## config.mk

```make
export PLATFORM = sky130hd
export DESIGN_NAME = vga_timing_gen
export DESIGN_NICKNAME = d
export VERILOG_FILES = /design/src/rtl/vga_timing_gen.sv
export SDC_FILE = /design/constraint.sdc
export NUM_CORES = 1
export LEC_CHECK = 0
export ABC_AREA = 1
export BUFFER_PORTS_ARGS = -buffer_cell sky130_fd_sc_hd__clkbuf_2
export CAP_MARGIN = 25
export CORE_MARGIN = 4
export CORE_UTILIZATION = 47
export DETAILED_ROUTE_END_ITERATION = 12
export GPL_ROUTABILITY_DRIVEN = 0
export GPL_TIMING_DRIVEN = 0
export MAX_ROUTING_LAYER = met4
export PLACE_DENSITY = 0.69
export REMOVE_ABC_BUFFERS = 1
export SKIP_LAST_GASP = 1
export SYNTH_ARGS = -nofsm -noshare
export SYNTH_HDL_FRONTEND = slang
export SYNTH_SLANG_ARGS = --single-unit
```

## constraint.sdc

```tcl
create_clock -name pixel_clk -period 2.7 [get_ports pixel_clk]
set_clock_uncertainty 0.05 [all_clocks]
set_input_delay 0.135 -clock pixel_clk [delete_from_list [all_inputs] [get_ports pixel_clk]]
set_output_delay 0.135 -clock pixel_clk [all_outputs]
set_load 0.01 [all_outputs]
```

## src/rtl/vga_timing_gen.sv

```systemverilog
// Programmable video timing generator: HS/VS/BLANK from porch/pulse parameters,
// with a per-frame pixel source (grid, colour bars, gradient or external stream).
module vga_timing_gen #(
    parameter int HDISP     = 800,
    parameter int VDISP     = 480,
    parameter int HFP       = 40,
    parameter int HPULSE    = 48,
    parameter int HBP       = 40,
    parameter int VFP       = 13,
    parameter int VPULSE    = 3,
    parameter int VBP       = 29,
    parameter int GRID_LOG2 = 4,
    parameter int HS_POL    = 0,
    parameter int VS_POL    = 0,
    localparam int XW       = $clog2(HDISP),
    localparam int YW       = $clog2(VDISP)
) (
    input  logic          pixel_clk,
    input  logic          pixel_rst,
    input  logic          enable,
    input  logic [1:0]    mode,
    input  logic [23:0]   pix_data,
    input  logic          pix_valid,
    output logic          pix_ready,
    input  logic          underflow_clr,
    output logic          HS,
    output logic          VS,
    output logic          BLANK,
    output logic [23:0]   RGB,
    output logic [XW-1:0] x,
    output logic [YW-1:0] y,
    output logic          frame_start,
    output logic          underflow
);
    localparam int HTOTAL = HFP + HPULSE + HBP + HDISP;
    localparam int VTOTAL = VFP + VPULSE + VBP + VDISP;
    localparam int HACT0  = HFP + HPULSE + HBP;
    localparam int VACT0  = VFP + VPULSE + VBP;
    localparam int HW     = $clog2(HTOTAL);
    localparam int VW     = $clog2(VTOTAL);
    localparam int BAR_W  = HDISP / 8;
    localparam int BW     = $clog2(BAR_W + 1);
    localparam logic HS_ON = (HS_POL != 0);
    localparam logic VS_ON = (VS_POL != 0);

    logic [HW-1:0] h_q, h_d, xa;
    logic [VW-1:0] v_q, v_d, ya;
    logic [1:0]    mode_q;
    logic [2:0]    bar_idx_q, bar_idx_d;
    logic [BW-1:0] bar_pos_q, bar_pos_d;
    logic          hs_q, vs_q, blank_q, fs_q, uf_q;
    logic          hs_d, vs_d, fs_d, uf_d, active;
    logic [23:0]   rgb_q, rgb_d, bar_rgb;
    logic [XW-1:0] x_q, x_d;
    logic [YW-1:0] y_q, y_d;
    logic [7:0]    gx, gy;

    assign active    = (h_q >= HW'(HACT0)) && (v_q >= VW'(VACT0));
    assign pix_ready = enable && active && (mode_q == 2'd3);

    always_comb begin
        h_d = (h_q == HW'(HTOTAL - 1)) ? '0 : h_q + 1'b1;
        v_d = v_q;
        if (h_q == HW'(HTOTAL - 1))
            v_d = (v_q == VW'(VTOTAL - 1)) ? '0 : v_q + 1'b1;
        xa   = h_q - HW'(HACT0);
        ya   = v_q - VW'(VACT0);
        x_d  = active ? XW'(xa) : '0;
        y_d  = active ? YW'(ya) : '0;
        gx   = 8'(xa);
        gy   = 8'(ya);
        hs_d = (h_q >= HW'(HFP) && h_q < HW'(HFP + HPULSE)) ? HS_ON : !HS_ON;
        vs_d = (v_q >= VW'(VFP) && v_q < VW'(VFP + VPULSE)) ? VS_ON : !VS_ON;
        fs_d = (h_q == '0) && (v_q == '0);

        // Bar index tracks the current pixel; counted rather than divided.
        bar_idx_d = '0;
        bar_pos_d = '0;
        if (active) begin
            bar_idx_d = bar_idx_q;
            bar_pos_d = bar_pos_q + 1'b1;
            if (bar_pos_q == BW'(BAR_W - 1)) begin
                bar_pos_d = '0;
                if (bar_idx_q != 3'd7) bar_idx_d = bar_idx_q + 3'd1;
            end
        end
        case (bar_idx_q)
            3'd0:    bar_rgb = 24'hFFFFFF;
            3'd1:    bar_rgb = 24'hFFFF00;
            3'd2:    bar_rgb = 24'h00FFFF;
            3'd3:    bar_rgb = 24'h00FF00;
            3'd4:    bar_rgb = 24'hFF00FF;
            3'd5:    bar_rgb = 24'hFF0000;
            3'd6:    bar_rgb = 24'h0000FF;
            default: bar_rgb = 24'h000000;
        endcase

        rgb_d = '0;
        if (active) begin
            case (mode_q)
                2'd0: rgb_d = (xa[GRID_LOG2-1:0] == '0 || ya[GRID_LOG2-1:0] == '0)
                              ? 24'hFFFFFF : 24'h000000;
                2'd1: rgb_d = bar_rgb;
                2'd2: rgb_d = {gx, gy, gx + gy};
                default: rgb_d = pix_valid ? pix_data : 24'hFF00FF;
            endcase
        end

        // A new underflow wins over a simultaneous clear.
        uf_d = uf_q;
        if (pix_ready && !pix_valid) uf_d = 1'b1;
        else if (underflow_clr)      uf_d = 1'b0;
    end

    always_ff @(posedge pixel_clk or negedge pixel_rst) begin
        if (!pixel_rst) begin
            h_q <= '0; v_q <= '0; mode_q <= '0;
            bar_idx_q <= '0; bar_pos_q <= '0;
            hs_q <= !HS_ON; vs_q <= !VS_ON; blank_q <= 1'b0; fs_q <= 1'b0;
            uf_q <= 1'b0; rgb_q <= '0; x_q <= '0; y_q <= '0;
        end else if (!enable) begin
            h_q <= '0; v_q <= '0;
            bar_idx_q <= '0; bar_pos_q <= '0;
            hs_q <= !HS_ON; vs_q <= !VS_ON; blank_q <= 1'b0; fs_q <= 1'b0;
            uf_q <= 1'b0; rgb_q <= '0; x_q <= '0; y_q <= '0;
        end else begin
            h_q <= h_d; v_q <= v_d;
            if (fs_d) mode_q <= mode;
            bar_idx_q <= bar_idx_d; bar_pos_q <= bar_pos_d;
            hs_q <= hs_d; vs_q <= vs_d; blank_q <= active; fs_q <= fs_d;
            uf_q <= uf_d; rgb_q <= rgb_d; x_q <= x_d; y_q <= y_d;
        end
    end

    assign HS          = hs_q;
    assign VS          = vs_q;
    assign BLANK       = blank_q;
    assign RGB         = rgb_q;
    assign x           = x_q;
    assign y           = y_q;
    assign frame_start = fs_q;
    assign underflow   = uf_q;
endmodule
```

==> out/metrics.cfg <==
[outcome]
status=finished clean

[synth]
ys_warn_count=0
synth_area_per_cell_um2=8.15
synth_area_leader_cell=dfrtp_1
synth-seq-area-share_pct=46.7
synth_area_leaders=dfrtp_1, nor2_1, ha_1, nand2_1, inv_1
yosysUniqueCellTypes=44
synth_cells=526
synth_edf_count=0
synth_area_um2=4290
synth-main-ff-cell=dfrtp_1
synthArstFlopShare_pct=100
synth-seq-cells=80
synth.top_cell.area_share_pct=45.5

[detailed_routing]
wirelength_um=10400
final_antenna_net_count=0
drt_iter0_drc=179
drc=0
first_pass_iters=5
routedWlPerCell_um=14.4
vias=3805
via_per_inst=5.26

[global_route]
grt_pass1_wl_um=17900
grt_max_degree=57
antenna_found_initial=0
gr-total-overflow=0
groute.usage.overall_pct=20.7
first_global_vias=3777

[cts]
cts.sinks=80
ctsHtreeMaxLevel=3
clkTransAtPathRegs_ns=0.08
cts.root.buffer_cell=clkbuf_8
clkLatencyLatePin_ns=0.36
cts_tree=yes
clock_path_buffers=2
numCtsBuffers=9

[sta]
finalSetupViolCount=0
grt_setup_unrepaired=no
clock.fmax_ghz=0.391
finalCritPeriodShare_pct=94.7
whs_ns=0.0145
maxSlewHeadroom_pct=38.9
hold_viol=0
fin_crit_ns=2.56
worst_slew_pin_slew_ns=0.915
slew_violations=0

[setup_path]
critPathLaunchType=flop
end_kind=flop
reg2reg_from=v_q[0]
crit_start=v_q[0]
path_max_fanout=7
rrSetupSlack_ns=0.14
critical_path_arrival_ns=2.75
critPathRequiredTime_ns=2.89
r2r_end=RGB[5]
critPathCapture=RGB[5]
r2r_cells=12
worst-setup-path-type=flop to flop

[power]
powerDensity_nw_per_um2=501
clock_power_share_pct=38.9
internal_power_mw=1.86
irDropWorstVdd_mv=0.217
p_leak_nw=2.74
swShare_pct=27.6
comb_power_share_pct=13.4
seqPwrFrac_pct=47.7
total_power_mw=2.57
p_switching_mw=0.708

[die]
start_util_pct=48.7
fp.dieW_um=104
fp.dieH_um=104
ios=80
core_um2=8810
rows=34
dieArea_um2=10700

[worst_hold_path]
holdCritPathClass=primary input to flop

[cells_and_area]
nFillCells=771
antenna_cells=0
syn_to_final_growth_pct=19.6
fin_nets=666
seq_area_um2=2010
multiInputGateArea_um2=2020
drive_gt1_share_pct=20.5

[placed_design]
dpl.hpwl_um=7450
port-buffer-count=79

[run]
drv_cap=0

==> kinds of logic (layout without fill, tap and decap cells) <==
family	after synthesis	in the layout	synth area share (%)
compound gates	90	90	11.6
xor+xnor	9	9	1.84
fa+ha+maj	25	25	7.47
buf+inv	83	171	7.67
flops	80	80	46.7
simple gates	239	240	24.7
==> per-stage QoR <==
step	setup TNS, ns	utilization [%]	instances	instance area, um^2	setup WS, ns
floorplan	0	-	511	4210	0.270
detailed placement	-0.263	54.2	699	4770	-0.129
finish	0	58.2	723	5130	0.142
global route	0	58.2	723	5130	0.000361
global placement	-0.204	53.9	698	4740	-0.107
CTS	0	57.6	721	5070	0.00243
==> Yosys cell counts (2+ instances only) <==
library cell / n
clkbuf_1: 7
dfrtp_1: 78
o211ai_1: 2
buf_2: 4
xnor2_1: 3
o21ai_0: 37
nor3b_2: 2
ha_1: 24
nand3_1: 29
inv_1: 62
o21ai_2: 2
dfstp_2: 2
a21oi_1: 35
nor3_1: 26
nand2_2: 2
buf_4: 3
nor2_2: 2
or2_2: 2
inv_2: 5
o31ai_1: 4
xor2_1: 6
nand4_1: 3
nand2_1: 72
a31oi_1: 2
nor2_1: 93
==> worst min-delay path by stage <==
stage / from / to / slack (ns) / depth (start not counted)
2_1_floorplan: pixel_rst / BLANK / -0.21 / 0
3_3_place_gp: mode[1] / mode_q[1] / 0.31 / 3
3_5_place_dp: pixel_rst / x[7] / 0.05 / 1
4_1_cts: pix_data[5] / RGB[5] / 0.003 / 3
5_1_grt: pix_data[5] / RGB[5] / 0.008 / 3
6_report: pix_data[6] / RGB[6] / 0.01 / 3
==> cell type report <==
type	count	area share, %
clock buffer	11	2.76
clock inverter	5	1.59
timing repair buffer	87	9.56
tap	108	2.63
inverter	68	4.98
sequential	80	39.1
multi-input combinational	364	39.4
==> sequential cells by signal (all words and copies together), names as in the netlist, 2 cells and up <==
| signal | flops |
|---|---|
| v_q | 10 |
| y | 9 |
| bar_pos_q | 7 |
| bar_idx_q | 3 |
| RGB | 24 |
| mode_q | 2 |
| x | 10 |
| h_q | 10 |
==> power groups by stage <==
stage | clock (mW) | combinational, mW | sequential [mW]
6_report | 0.999 | 0.345 | 1.22
5_1_grt | 1.07 | 0.394 | 1.23
3_3_place_gp | 0 | 0.325 | 1.25
2_1_floorplan | 0 | 0.211 | 1.25
4_1_cts | 1.02 | 0.344 | 1.22
3_5_place_dp | 0 | 0.336 | 1.25
==> worst max-delay path: stages (launching register included) <==
cell	delay (ns)
dfrtp_2	0.47
inv_2	0.14
ha_4	0.20
nor2_1	0.07
nand2_1	0.05
and2_1	0.19
inv_1	0.06
ha_1	0.35
a21o_1	0.21
o21bai_1	0.17
or2_2	0.28
a21oi_1	0.17
nor2_1	0.06
==> metal layers <==
metal	global-route usage (%)	vias up	wire (um)
met5	-	-	0
met2	32.3	126	5010
met3	4.60	15	555
met4	7.22	0	167
met1	26.8	1785	4670
li1	-	1879	-
==> timing repair <==
item,CTS,global route
cloned,1,0
hold buffers,5,0
setup buffers,0,2
resized for setup,3,9
setup endpoints to repair,4,3
endpoints found under the hold margin,28,0
pin swaps,0,0
==> layout by cell type (no fill, tap or decap), types with 2 or more instances in the layout <==
cell type      count
dfrtp_1           76
nor2_2             2
buf_4              2
o21ai_2            3
dfrtp_2            2
nor3_1            26
ha_1              23
a31oi_1            2
bufinv_16          2
nand2_1           72
o21ai_0           36
nand3_1           29
xor2_1             4
nand2_2            2
xnor2_1            3
dfstp_2            2
inv_2              7
a21oi_1           35
o31ai_1            4
or2_2              2
clkbuf_8          10
dlygate4sd3_1      5
o211ai_1           2
nor3b_2            2
nor2_1            93
xor2_4             2
nand4_1            3
clkbuf_2          78
inv_1             60
(Power assumes the default switching activity.)
